==> config.mk <==
export PLATFORM = sky130hd
export DESIGN_NAME = watch_timekeeper
export DESIGN_NICKNAME = d
export VERILOG_FILES = /design/src/rtl/watch_pkg.sv /design/src/rtl/hms_counter.sv /design/src/rtl/watch_timekeeper.sv
export SDC_FILE = /design/constraint.sdc
export NUM_CORES = 1
export LEC_CHECK = 0
export ABC_CLOCK_PERIOD_IN_PS = 2160
export BUFFER_PORTS_ARGS = -buffer_cell sky130_fd_sc_hd__buf_4
export CORE_ASPECT_RATIO = 1.1
export CORE_MARGIN = 2
export CORE_UTILIZATION = 56
export CTS_BUF_LIST = sky130_fd_sc_hd__clkbuf_4 sky130_fd_sc_hd__clkbuf_8
export DETAILED_ROUTE_END_ITERATION = 7
export GPL_TIMING_DRIVEN = 0
export HOLD_SLACK_MARGIN = 0.1
export PLACE_DENSITY = 0.85
export SYNTH_ARGS = -nofsm -noshare
export SYNTH_HDL_FRONTEND = slang
export SYNTH_SLANG_ARGS = --single-unit
export TNS_END_PERCENT = 50
==> constraint.sdc <==
create_clock -name clk -period 2.16 [get_ports clk]
set_input_delay 0.432 -clock clk [delete_from_list [all_inputs] [get_ports clk]]
set_output_delay 0.432 -clock clk [all_outputs]
set_load 0.05 [all_outputs]
==> src/rtl/watch_pkg.sv <==
// Shared mode encodings and default counter limits for the watch chip.
// Also holds the mode-decode helpers used by the timekeeper.
package watch_pkg;

  localparam logic [2:0] HIDE_STOPPED = 3'b000;
  localparam logic [2:0] SET_H        = 3'b001;
  localparam logic [2:0] SET_M        = 3'b010;
  localparam logic [2:0] SHOW_STOPPED = 3'b011;
  localparam logic [2:0] SHOW_RUNNING = 3'b100;
  localparam logic [2:0] SW_RESET     = 3'b101;
  localparam logic [2:0] HIDE_RUNNING = 3'b110;

  localparam int SEC_MAX_DEF  = 59;
  localparam int HOUR_MAX_DEF = 23;

  // Time of day runs in every legal mode except the two SET modes.
  function automatic logic todRuns(input logic [2:0] st);
    logic r;
    r = 1'b0;
    case (st)
      HIDE_STOPPED, SHOW_STOPPED, SHOW_RUNNING,
      SW_RESET, HIDE_RUNNING: r = 1'b1;
      default:                r = 1'b0;
    endcase
    return r;
  endfunction

  function automatic logic swRuns(input logic [2:0] st);
    return (st == SHOW_RUNNING) || (st == HIDE_RUNNING);
  endfunction

  function automatic logic isSetState(input logic [2:0] st);
    return (st == SET_H) || (st == SET_M);
  endfunction

endpackage

==> src/rtl/hms_counter.sv <==
// Binary hours/minutes/seconds counter with tick, clear, per-field
// increment and seconds clear; pulses wrap on a full rollover.
module hms_counter #(
  parameter int SEC_MAX  = 59,
  parameter int HOUR_MAX = 23
) (
  input  logic       clk,
  input  logic       rst_n,
  input  logic       en,
  input  logic       clr,
  input  logic       inc_h,
  input  logic       inc_m,
  input  logic       clr_s,
  output logic [5:0] s,
  output logic [5:0] m,
  output logic [5:0] h,
  output logic       wrap
);

  localparam logic [5:0] S_TOP = 6'(SEC_MAX);
  localparam logic [5:0] H_TOP = 6'(HOUR_MAX);

  logic sTop;
  logic mTop;
  logic hTop;

  assign sTop = (s == S_TOP);
  assign mTop = (m == S_TOP);
  assign hTop = (h == H_TOP);

  // Manual edits take precedence over the tick; the top never asserts both.
  always_ff @(posedge clk or negedge rst_n) begin
    if (!rst_n) begin
      s    <= '0;
      m    <= '0;
      h    <= '0;
      wrap <= 1'b0;
    end else begin
      wrap <= 1'b0;
      if (clr) begin
        s <= '0;
        m <= '0;
        h <= '0;
      end else if (inc_h || inc_m || clr_s) begin
        if (inc_h) h <= hTop ? 6'd0 : h + 6'd1;
        if (inc_m) m <= mTop ? 6'd0 : m + 6'd1;
        if (clr_s) s <= '0;
      end else if (en) begin
        if (sTop) begin
          s <= '0;
          if (mTop) begin
            m <= '0;
            if (hTop) begin
              h    <= '0;
              wrap <= 1'b1;
            end else begin
              h <= h + 6'd1;
            end
          end else begin
            m <= m + 6'd1;
          end
        end else begin
          s <= s + 6'd1;
        end
      end
    end
  end

endmodule

==> src/rtl/watch_timekeeper.sv <==
// Time-of-day and stopwatch counters steered by the watch_fsm mode code,
// plus the colon-blink flag.
module watch_timekeeper
  import watch_pkg::*;
#(
  parameter int SEC_MAX  = SEC_MAX_DEF,
  parameter int HOUR_MAX = HOUR_MAX_DEF
) (
  input  logic       clk,
  input  logic       rst_n,
  input  logic       seconds_clk,
  input  logic [2:0] state,
  input  logic       inc,
  output logic [5:0] current_s,
  output logic [5:0] current_m,
  output logic [5:0] current_h,
  output logic [5:0] stopwatch_s,
  output logic [5:0] stopwatch_m,
  output logic [5:0] stopwatch_h,
  output logic       second,
  output logic       sw_wrap
);

  logic setNow;
  logic setPrev;
  logic setEntry;
  logic todEn;
  logic swEn;
  logic swClr;
  logic incH;
  logic incM;
  logic todWrapUnused;

  assign setNow   = isSetState(state);
  assign setEntry = setNow & ~setPrev;
  assign todEn    = seconds_clk & todRuns(state);
  assign swEn     = seconds_clk & swRuns(state);
  assign swClr    = (state == SW_RESET);
  assign incH     = inc & (state == SET_H);
  assign incM     = inc & (state == SET_M);

  // Seconds are cleared only on the edge into SET, not between SET_H and SET_M.
  always_ff @(posedge clk or negedge rst_n) begin
    if (!rst_n) setPrev <= 1'b0;
    else        setPrev <= setNow;
  end

  always_ff @(posedge clk or negedge rst_n) begin
    if (!rst_n)           second <= 1'b0;
    else if (seconds_clk) second <= ~second;
  end

  hms_counter #(
    .SEC_MAX (SEC_MAX),
    .HOUR_MAX(HOUR_MAX)
  ) todCounter (
    .clk  (clk),
    .rst_n(rst_n),
    .en   (todEn),
    .clr  (1'b0),
    .inc_h(incH),
    .inc_m(incM),
    .clr_s(setEntry),
    .s    (current_s),
    .m    (current_m),
    .h    (current_h),
    .wrap (todWrapUnused)
  );

  hms_counter #(
    .SEC_MAX (SEC_MAX),
    .HOUR_MAX(HOUR_MAX)
  ) swCounter (
    .clk  (clk),
    .rst_n(rst_n),
    .en   (swEn),
    .clr  (swClr),
    .inc_h(1'b0),
    .inc_m(1'b0),
    .clr_s(1'b0),
    .s    (stopwatch_s),
    .m    (stopwatch_m),
    .h    (stopwatch_h),
    .wrap (sw_wrap)
  );

endmodule

# After elaboration in Yosys (flattened, before gate mapping)
# Index checks and enable logic that the tools add are counted.
# totals
elab_cells	87
out_inout_bits	38
ff_bits	39
in_bits	7
# classes
n_bitwise	7
eq_ne	15
muxes	33
reduce_logical	17
n_addsub	6
# ops
operator	n
6-bit 2-to-1 mux	27
6-bit by 1-bit adder with 6-bit output (second input constant)	6
6-bit equality test (second input constant)	4
6-bit by 5-bit equality test with 1-bit output (second input constant)	2
2-bit nonzero test	6
3-bit equality test (second input constant)	3
3-bit by 2-bit equality test with 1-bit output (second input constant)	2
1-bit 2-to-1 mux	6
2-bit by 1-bit inequality test with 1-bit output (second input constant)	3
3-bit AND reduction	2
1-bit bitwise AND	5
5-bit OR reduction	1
1-bit logical OR	4
2-bit AND reduction	2
4-bit AND reduction	1
3-bit by 1-bit equality test with 1-bit output (second input constant)	1
3-bit zero test	1
1-bit inverter	2

# Depth between registers and ports, before layout
# Gate-level depths: netlist of run 1.
# depth
word_depth	6
mapped_depth	7
depth_no_buf	6

# By module
# Synthesis of run 1 repeated with hierarchy kept, for this count alone.
# hier_totals
cells_unflattened	253
area_unflattened_um2	2421.1
# by_module_without_submodules
mod	seq_area_each_um2	instances	cells_each	area_each_um2
hms_counter (todCounter)	475.5	1	122	1157.4
hms_counter (swCounter)	475.5	1	118	1126.1
watch_timekeeper	50.0	1	13	137.6

# Least setup slack after synthesis of run 1
# OpenSTA, ideal clock, no wires.
# synth_timing
kind	flip-flop to flip-flop
from	register swCounter.s[0]
to	register swCounter.h[5]
setup_ns	0.119
required_time_ns	2.041
slack_ns	-0.053
period_less_slack_ns	2.213
path_buffers	0
stages_incl_launch_ff	7
arrival_time_ns	2.094
cell_sequence	dfrtp_1 ha_1 nand4_1 nor3_4 a21oi_2 o31a_1 o21ba_2
# synth_between
elab_chain_len	3
# synth_rtl
element	line_no	rtl
start, declared	hms_counter.sv:14	output logic [5:0] s,
start signal, assigned	hms_counter.sv:63	s <= s + 6'd1;
6-bit equality test	hms_counter.sv:27	assign sTop = (s == S_TOP);
2-bit nonzero test (no source line)	n/a	
3-bit AND reduction (no source line)	n/a	
end signal, assigned	hms_counter.sv:45	if (inc_h) h <= hTop ? 6'd0 : h + 6'd1;
end signal, assigned	hms_counter.sv:57	h <= h + 6'd1;
end, declared	hms_counter.sv:16	output logic [5:0] h,
# Every way passes these cells.
# A chain may end at the register's enable or synchronous reset.

# Worst setup path after layout of run 1
# layout_timing
from	register todCounter.m[0]
to	register todCounter.h[0]
# layout_between
elab_chain_len	3
# layout_rtl
element	line_no	rtl
start, declared	hms_counter.sv:15	output logic [5:0] m,
start signal, assigned	hms_counter.sv:46	if (inc_m) m <= mTop ? 6'd0 : m + 6'd1;
start signal, assigned	hms_counter.sv:60	m <= m + 6'd1;
6-bit equality test	hms_counter.sv:28	assign mTop = (m == S_TOP);
2-bit nonzero test (no source line)	n/a	
4-bit AND reduction (no source line)	n/a	
end signal, assigned	hms_counter.sv:45	
end signal, assigned	hms_counter.sv:57	
end, declared	hms_counter.sv:16	
# Every way passes these cells.

==> results.toml, run 1 <==
[detailed_routing]
wirelength_mm = 4.317
drc_errors = 0
dr.pass1.iters = 4
wl_per_cell_um = 13.79
drtAntennaViolNets = 0
highest_layer = "met4"
drt_first_iter_violations = 83
route.met3.wl_um = 272
wl_met1_mm = 1.805
viasPerCell = 5.681
route.vias.total = 1778
wl_met2_mm = 2.156

[final_layout]
area_growth_syn_to_layout_pct = 25.24
final_cell_mix = "48 x buf_4, 37 x dfrtp_1, 26 x nand2_1"
drive_gt1_share_pct = 29.66
final_common_cell = "buf_4"
nNetsFinal = 275
n_antenna_cell = 0

[synthesis]
syn-num-nets = 220
ys_types = 47
ys_warn_count = 0
syn_area_um2 = 2082
ys_seq_area_share_pct = 46.88
ys_ff_latch = 39
synth_cells = 207
ys.flop_type = "dfrtp_1"
synth.largest_area_cell = "dfrtp_1"
yosys.area.top_type_share_pct = 46.88
synthArstFlopShare_pct = 100.0
synth-edff-count = 0
synth.avg_cell_area_um2 = 10.06
yosys-top-cells-area = "dfrtp_1 47%, nand2_1 4.7%, xor2_1 4.2%"

[grt]
grt_max_degree = 40
grt_overflow = 0
grt_pass1_wl_mm = 7.038
grtUsageTotal_pct = 21.36
grt_pass1_vias = 1637
antenna_found_initial = 0

[placed_design]
io_buffers = 44
dp_slack_ps = 56.91
gp_congestion = 0.8348
hpwl_mm = 3.052

[clock_tree]
htree_levels = 2
clock_sinks = 39
clk_pin_slew_ps = 70
cts_buffer_depth = 2
cts-buffers-inserted = 5
ctsHoldBuffers = 0
clock_latency_ps = 290
tritoncts = "yes"
cts_root_buf = "clkbuf_8"

[floorplan]
row_count = 23
die_h_um = 67.95
initial_core_util_pct = 57.88
boundaryPins = 45
dieArea_um2 = 4222
core_area_um2 = 3597
fp.dieW_um = 62.14

[timing]
rsz0062_at_grt = "no"
max_freq_mhz = 498.4
final.setup.tns_ps = 0
hold_viol = 0
fin_ws_ps = 153.5
clock-skew-final_ps = 4.302
finalSetupViolCount = 0
slew_headroom_pct = 67.66
tightest_slew_ps = 485.0
fin_crit_ps = 2006
min_period_over_period_pct = 92.89
slew_violations = 0

[setup_path]
startpoint_type = "flip-flop"
endpoint_kind = "flip-flop"
critPathMaxFanout = 7
crit_arrival_ps = 2180
required_ps = 2340
critPathKind = "reg2reg"

[pwr]
p_per_area_nw_per_um2 = 989.1
power_mw = 2.579
ir_drop_v = 0.0006231
power_leakage_nw = 1.208

[hold_path]
hp-class = "in2async"

[run_status]
status = "finished clean"

[run]
drv_cap = 0
==> metal layers <==
layer  up-vias  track usage, %
met2        52           38.18
met1       855           23.54
met4         0           10.28
met3         8           7.072
li1        863               -
met5         -               0
==> where the power goes <==
group / switching, mW / total, mW / internal, mW
clock network: 0.244 / 0.496 / 0.252
registers: 0.172 / 1.04 / 0.867
logic: 0.705 / 1.04 / 0.339
total: 1.12 / 2.58 / 1.46
==> logic make-up after synthesis <==
| kind of cell | count (synthesis) | synth area share (%) |
|---|---|---|
| DFF | 39 | 46.88 |
| and+or+nand+nor | 96 | 23.98 |
| buffers and inverters | 4 | 0.7810 |
| muxes | 6 | 3.185 |
| xor gates and xnor gates | 13 | 5.469 |
| adders and majority gates | 6 | 3.606 |
| AOI/OAI and AO/OA | 43 | 16.11 |
==> final timing paths <==
check,start,endpoint,slack (ps),cells past startpoint
worst max-delay path,todCounter.m[0],todCounter.h[0],150,5
worst min-delay path,rst_n,todCounter.m[5],100,1
worst max register to register,todCounter.m[0],todCounter.h[0],150,5
worst min register to register,second,second,510,1
max in group asynchronous,rst_n,swCounter.s[0],1700,1
min in group clk,seconds_clk,second,360,2
==> layout make-up <==
class,count,area (µm²)
well taps,50,62.56
flip-flops and latches,39,978.4
clock inverters,1,5.005
multi-input cells,164,1101
inverters,3,11.26
clock buffers,7,83.83
fillers,271,989.7
plain buffers,1,5.005
repair buffers,48,360.3
==> Yosys cell counts, types with 4 or more instances <==
| cell | count |
|---|---|
| xor2_1 | 10 |
| nand3_1 | 12 |
| o21ai_0 | 13 |
| nor3_1 | 4 |
| nand2_1 | 26 |
| mux2_2 | 5 |
| or3_1 | 6 |
| nor2_1 | 21 |
| a21oi_1 | 5 |
| ha_1 | 6 |
| dfrtp_1 | 39 |
| nand4_1 | 7 |
==> sequential cells by signal, indices dropped and copies added (netlist names), 6 cells and up <==
name,cells
swCounter.h,6
todCounter.s,6
todCounter.h,6
swCounter.m,6
swCounter.s,6
todCounter.m,6
==> worst max-delay path, stage by stage, from the launching register on <==
cell,delay [ps]
dfrtp_1,410
ha_1,210
nand2_1,70
or3_1,380
o32ai_4,440
mux2_2,380
==> timing repair <==
item / in CTS / in global routing
buffers inserted: 0 / 4
setup endpoints to repair: 0 / 8
resized for setup: 0 / 3
==> metrics by stage <==
step / util (%) / cell area [µm²] / hold WS, ps / instances
final: 72.49 / 2608 / 96.99 / 313
after global routing: 72.49 / 2608 / 132.8 / 313
after CTS: 71.34 / 2566 / 110.4 / 309
after detailed placement: 68.87 / 2477 / 432.1 / 301
after global placement: 68.87 / 2477 / 430.0 / 301
after floorplan: - / 2085 / 136.4 / 207
Power figures use the tool's default switching activity.
==> run 2: changes to the inputs <==
--- a/config.mk
+++ b/config.mk
@@ -5,16 +5,16 @@
 export SDC_FILE = /design/constraint.sdc
 export NUM_CORES = 1
 export LEC_CHECK = 0
-export ABC_CLOCK_PERIOD_IN_PS = 2160
-export BUFFER_PORTS_ARGS = -buffer_cell sky130_fd_sc_hd__buf_4
+export ABC_CLOCK_PERIOD_IN_PS = 1700
 export CORE_ASPECT_RATIO = 1.1
 export CORE_MARGIN = 2
-export CORE_UTILIZATION = 56
+export CORE_UTILIZATION = 59
 export CTS_BUF_LIST = sky130_fd_sc_hd__clkbuf_4 sky130_fd_sc_hd__clkbuf_8
 export DETAILED_ROUTE_END_ITERATION = 7
+export DONT_BUFFER_PORTS = 1
 export GPL_TIMING_DRIVEN = 0
 export HOLD_SLACK_MARGIN = 0.1
-export PLACE_DENSITY = 0.85
+export PLACE_DENSITY = 0.81
 export SYNTH_ARGS = -nofsm -noshare
 export SYNTH_HDL_FRONTEND = slang
 export SYNTH_SLANG_ARGS = --single-unit
==> constraint.sdc (replaced) <==
create_clock -name clk -period 1.7 [get_ports clk]
set_input_delay 0.34 -clock clk [delete_from_list [all_inputs] [get_ports clk]]
set_output_delay 0.34 -clock clk [all_outputs]
set_load 0.05 [all_outputs]
==> results.toml, run 2 (same netlist as run 1, synthesis figures left out) <==
[setup_path]
startpoint_type = "flip-flop"
required_ps = 1940
critPathMaxFanout = 7
critPathKind = "reg2reg"
rrSetupSlack_ps = -380
r2r_cells = 8
r2r-end = "todCounter.h[3]"
crit_arrival_ps = 2320
endpoint_kind = "flip-flop"
r2r_start = "todCounter.s[1]"

[clock_tree]
clock_sinks = 39
cts-buffers-inserted = 5
tritoncts = "yes"
clock_latency_ps = 350
cts_root_buf = "clkbuf_4"
htree_levels = 2
clk_pin_slew_ps = 120
cts_buffer_depth = 2

[hold_path]
hp-class = "in2reg"
worstHoldEndpoint = "setPrev"
whs_path_depth = 2
hold_path.startpoint = "state[2]"

[grt]
grt_max_degree = 40
grt_pass1_wl_mm = 7.555
grt_overflow = 0
grt_pass1_vias = 1694
grtUsageTotal_pct = 25.45
antenna_found_initial = 0

[timing]
tightest_slew_ps = 769.7
fin_ws_ps = -379.6
slew_headroom_pct = 48.69
fin_crit_ps = 2080
hold_viol = 0
slew_violations = 0
max_freq_mhz = 480.9
finalSetupViolCount = 31
clock-skew-final_ps = 9.102
rsz0062_at_grt = "yes"
min_period_over_period_pct = 122.3

[run]
drv_cap = 0

[floorplan]
core_area_um2 = 3358
boundaryPins = 45
fp.dieW_um = 60.64
dieArea_um2 = 4021
die_h_um = 66.31
initial_core_util_pct = 62.00
row_count = 22

[final_layout]
n_antenna_cell = 0
final_cell_mix = "23 x dfrtp_1, 21 x nor2_1, 20 x nand2_1"
drive_gt1_share_pct = 35.59
area_growth_syn_to_layout_pct = 26.20
n_fill_cell = 215
nNetsFinal = 248
final_cell_area_um2 = 2628
final_common_cell = "dfrtp_1"

[placed_design]
dpl_cell_area_um2 = 2237
hpwl_mm = 3.134
io_buffers = 0
gp_congestion = 0.8396

[run_status]
violations = "setup timing"
status = "finished, violations left"

[pwr]
power_frac_comb_pct = 18.3
p_per_area_nw_per_um2 = 1195
power.switching_mw = 1.461
power_leakage_nw = 1.071
p_int_mw = 1.678
power_mw = 3.139
switching_share_pct = 46.55
pwr-share-clk_pct = 17.8
ir_drop_v = 0.001206
seq_power_share_pct = 63.9

[detailed_routing]
drc_errors = 0
drtAntennaViolNets = 0
viasPerCell = 6.109
wl_per_cell_um = 17.51
wirelength_mm = 4.974
route.vias.total = 1735
dr.pass1.iters = 4
drt_first_iter_violations = 153
==> run 2: changes by cell type in the layout (fill, tap and decap cells not counted), moves of 6 or more <==
cell,before,now
nand2_1,26,20
dfrtp_2,2,14
buf_4,48,10
nand2_2,1,7
buf_6,0,8
dfrtp_1,37,23
==> run 2: area by class of cell <==
| class | instances | area, µm² | area share (%) |
|---|---|---|---|
| clock buffers | 8 | 72.57 | 2.762 |
| repair buffers | 22 | 225.2 | 8.571 |
| well taps | 48 | 60.06 | 2.286 |
| multi-input cells | 164 | 1257 | 47.86 |
| inverters | 3 | 11.26 | 0.4286 |
| flip-flops and latches | 39 | 1001 | 38.10 |
==> run 2: worst max-delay path, cell delays in order, from the launching register on <==
cell and delay [ps]:
dfrtp_2 590, ha_4 190, nor2b_4 130, nand4_1 130, buf_6 190, o32ai_4 280, buf_12 160, nand2_2 40
mux2_2 260
==> run 2: power by group through the flow <==
stage	registers [mW]	logic [mW]	clock network, mW
after CTS	1.98	0.537	0.566
after global placement	1.99	0.433	0
after global routing	2.03	0.663	0.614
final	2.00	0.575	0.559
after detailed placement	2.00	0.482	0
after floorplan	1.94	0.390	0
==> run 2: per-stage QoR <==
stage	hold WS (ps)	setup TNS (ps)	utilization (%)	setup WS, ps	cells
3_3_place_gp	45.35	-7730	66.62	-452.8	255
3_5_place_dp	45.39	-8926	66.62	-505.5	255
6_report	155.6	-6918	78.24	-379.6	284
4_1_cts	144.5	-5254	73.73	-370.5	276
2_1_floorplan	44.41	-3789	-	-285.1	207
5_1_grt	149.6	-9373	78.24	-482.8	284
==> run 2: metal layers <==
layer,vias up,GRT usage [%],wire [µm]
li1,811,-,-
met1,849,27.49,1849
met2,65,43.68,2714
met3,10,10.96,324
met4,0,8.696,86
met5,-,0,0
==> run 2: how the worst max path moves through the flow <==
stage                          from         endpoint  cells past startpoint
floorplan            swCounter.s[0]   swCounter.m[5]                      6
global placement     swCounter.s[0]   swCounter.m[5]                      6
detailed placement   swCounter.s[0]   swCounter.m[5]                      6
CTS                 todCounter.s[0]  todCounter.h[3]                      8
global route        todCounter.s[1]  todCounter.h[5]                      8
finish              todCounter.s[1]  todCounter.h[3]                      8
==> run 2: what timing repair did <==
| action | 4_1_cts | 5_1_grt |
|---|---|---|
| setup endpoints to repair | 34 | 35 |
| pin swaps | 13 | 12 |
| endpoints found under the hold margin | 40 | 0 |
| setup buffers | 11 | 8 |
| hold buffers | 3 | 0 |
| gates resized for setup | 13 | 24 |
==> run 3: changes to the inputs <==
--- a/config.mk
+++ b/config.mk
@@ -5,16 +5,18 @@
 export SDC_FILE = /design/constraint.sdc
 export NUM_CORES = 1
 export LEC_CHECK = 0
+export ABC_AREA = 1
 export ABC_CLOCK_PERIOD_IN_PS = 1700
 export CORE_ASPECT_RATIO = 1.1
 export CORE_MARGIN = 2
-export CORE_UTILIZATION = 59
+export CORE_UTILIZATION = 55
 export CTS_BUF_LIST = sky130_fd_sc_hd__clkbuf_4 sky130_fd_sc_hd__clkbuf_8
 export DETAILED_ROUTE_END_ITERATION = 7
 export DONT_BUFFER_PORTS = 1
 export GPL_TIMING_DRIVEN = 0
 export HOLD_SLACK_MARGIN = 0.1
-export PLACE_DENSITY = 0.81
+export PLACE_DENSITY = 0.76
+export SETUP_SLACK_MARGIN = 0.4
 export SYNTH_ARGS = -nofsm -noshare
 export SYNTH_HDL_FRONTEND = slang
 export SYNTH_SLANG_ARGS = --single-unit
==> results.toml, run 3 <==
[setup_path]
r2r_start = "swCounter.s[1]"
endpoint_kind = "flip-flop"
critPathMaxFanout = 5
max_stage_delay_ps = 570
rrSetupSlack_ps = 110
r2r_cells = 9
critPathKind = "reg2reg"
r2r-end = "swCounter.h[4]"
critPathSlowestCell = "dfrtp_2"
crit_arrival_ps = 1770
path_common_cell = "nand2_4"
cp_cell_sequence = "ha_4 -> nand2_4 -> nor2_4 -> nand2_4 -> nor2_4 -> a21oi_4 -> buf_6 -> nand2_4 -> o21ai_2"
startpoint_type = "flip-flop"
required_ps = 1880

[synthesis]
muxShareOfSynthArea_pct = 0
synth-edff-count = 0
synthArstFlopShare_pct = 100.0
synth_compound_area_share_pct = 7.113
synth_cells = 314
ys_types = 29
yosys.area.top_type_share_pct = 41.10
ys_seq_area_share_pct = 41.10
synth_most_common_cell = "nand2_1"
syn_area_um2 = 2375
syn-num-nets = 327
ys_ff_latch = 39
synth-simple-area-share_pct = 40.31
synth.avg_cell_area_um2 = 7.563
synth_fa_ha_area_share_pct = 3.161
synth.largest_area_cell = "dfrtp_1"
synth_top_family_by_area = "simple AND/OR/NAND/NOR gates"
ys.flop_type = "dfrtp_1"
yosys-top-cells-area = "dfrtp_1 41%, nand2_1 15%, nand3_1 6.7%"
ys_warn_count = 0
ys_top_cells_by_count = "97 x nand2_1, 39 x dfrtp_1, 32 x nand3_1"
synth_xor_area_share_pct = 1.844

[clock_tree]
cts-buffers-inserted = 5
cts_root_buf = "clkbuf_8"
tritoncts = "yes"
htree_levels = 2
cts_buffer_depth = 2
clock_latency_ps = 290
clk_pin_slew_ps = 80
clock_sinks = 39

[timing]
max_freq_mhz = 627.6
hold_viol = 0
clock-skew-final_ps = 7.711
finalSetupViolCount = 0
rsz0062_at_grt = "yes"
tightest_slew_ps = 682.0
fin_crit_ps = 1593
fin_ws_ps = 106.6
slew_headroom_pct = 54.54
final.setup.tns_ps = 0
min_period_over_period_pct = 93.73
slew_violations = 0

[grt]
grt_pass1_vias = 2068
grtUsageTotal_pct = 23.67
grt_pass1_wl_mm = 9.011
antenna_found_initial = 0
grt_overflow = 0
grt_max_degree = 40

[detailed_routing]
drt_first_iter_violations = 106
wirelength_mm = 5.476
drc_errors = 0
wl_per_cell_um = 14.08
drtAntennaViolNets = 0
viasPerCell = 5.519
dr.pass1.iters = 4
route.vias.total = 2147

[floorplan]
fp.dieW_um = 66.65
row_count = 25
initial_core_util_pct = 56.24
core_area_um2 = 4223
boundaryPins = 45
dieArea_um2 = 4860
die_h_um = 72.92

[run_status]
status = "finished clean"

[hold_path]
worstHoldEndpoint = "second"
whs_path_depth = 1
hp-class = "in2reg"
hold_path.startpoint = "seconds_clk"

[placed_design]
io_buffers = 0
gp_congestion = 0.8282
dp_slack_ps = -53.80
dpl_cell_area_um2 = 2549
hpwl_mm = 3.534
place_inst = 368

[run]
drv_cap = 0

[final_layout]
n_fill_cell = 326
final_cell_mix = "74 x nand2_1, 29 x inv_1, 29 x nand3_1"
nNetsFinal = 347
area_growth_syn_to_layout_pct = 26.45
n_antenna_cell = 0
layoutNonFillerInstCount = 389
final_cell_area_um2 = 3003
drive_gt1_share_pct = 35.22
final_common_cell = "nand2_1"

[pwr]
power_leakage_nw = 1.406
p_per_area_nw_per_um2 = 1232
ir_drop_v = 0.001002
-- run 3: cells by family after synthesis --
kind of cell,count (synthesis)
adder cells (fa/ha/maj),6
buffers and inverters,37
AO/OA/AOI/OAI,27
flip-flops,39
AND/OR/NAND/NOR,200
XOR/XNOR,5
-- run 3: repair_timing --
action,in CTS,in global routing
cloned,1,0
resized for setup,40,27
hold buffers,2,0
endpoints found under the setup margin,59,50
setup buffers,8,2
hold endpoints to repair,39,0
pin swaps,14,9
-- run 3: metal layers --
metal | vias to the layer above | track usage, % | part of all wire, %
li1 | 1065 | - | -
met1 | 1026 | 28.40 | 42
met2 | 52 | 40.44 | 51
met3 | 4 | 8.025 | 6.7
met4 | 0 | 6.349 | 0.57
met5 | - | 0 | 0
-- run 3: cell type report --
type                       count  area [µm²]  area share (%)
multi-input combinational    238        1494           49.75
clock buffer                   6       82.58           2.750
clock inverter                 2       35.03           1.167
buffer                         3       26.28          0.8750
sequential                    39        1018           33.92
tap                           54       67.56           2.250
timing repair buffer          13       148.9           4.958
inverter                      34       130.1           4.333
-- run 3: critical path, delay by kind of cell (launching register included) --
family          cells  cell delay, ps
flops               1             570
buf+inv             1             140
compound gates      2             140
fa+ha+maj           1             210
simple gates        5             440
-- run 3: worst max path at each step --
stage,startpoint,slack [ps],endpoint,cells past startpoint
global route,swCounter.s[1],-20,swCounter.m[0],8
global placement,todCounter.s[3],-20,todCounter.h[0],7
finish,swCounter.s[1],110,swCounter.h[4],9
detailed placement,todCounter.s[3],-50,todCounter.h[0],7
CTS,swCounter.s[0],70,swCounter.h[4],9
floorplan,swCounter.s[0],150,swCounter.h[4],9
-- run 3: report_power, final --
part           leakage (nW)  internal, mW  switching (mW)
logic                 0.867         0.364           0.416
clock network        0.0612         0.475           0.324
registers             0.478          1.14           0.979
total                  1.41          1.98            1.72
-- run 3: through the flow --
step / util [%] / total power, mW / hold slack, ps
final: 71.11 / 3.701 / 131.7
after global routing: 71.11 / 3.936 / 110.6
after CTS: 68.77 / 3.635 / 125.0
after detailed placement: 60.36 / 2.708 / 45.23
after global placement: 60.36 / 2.681 / 45.24
after floorplan: - / 2.548 / 44.41
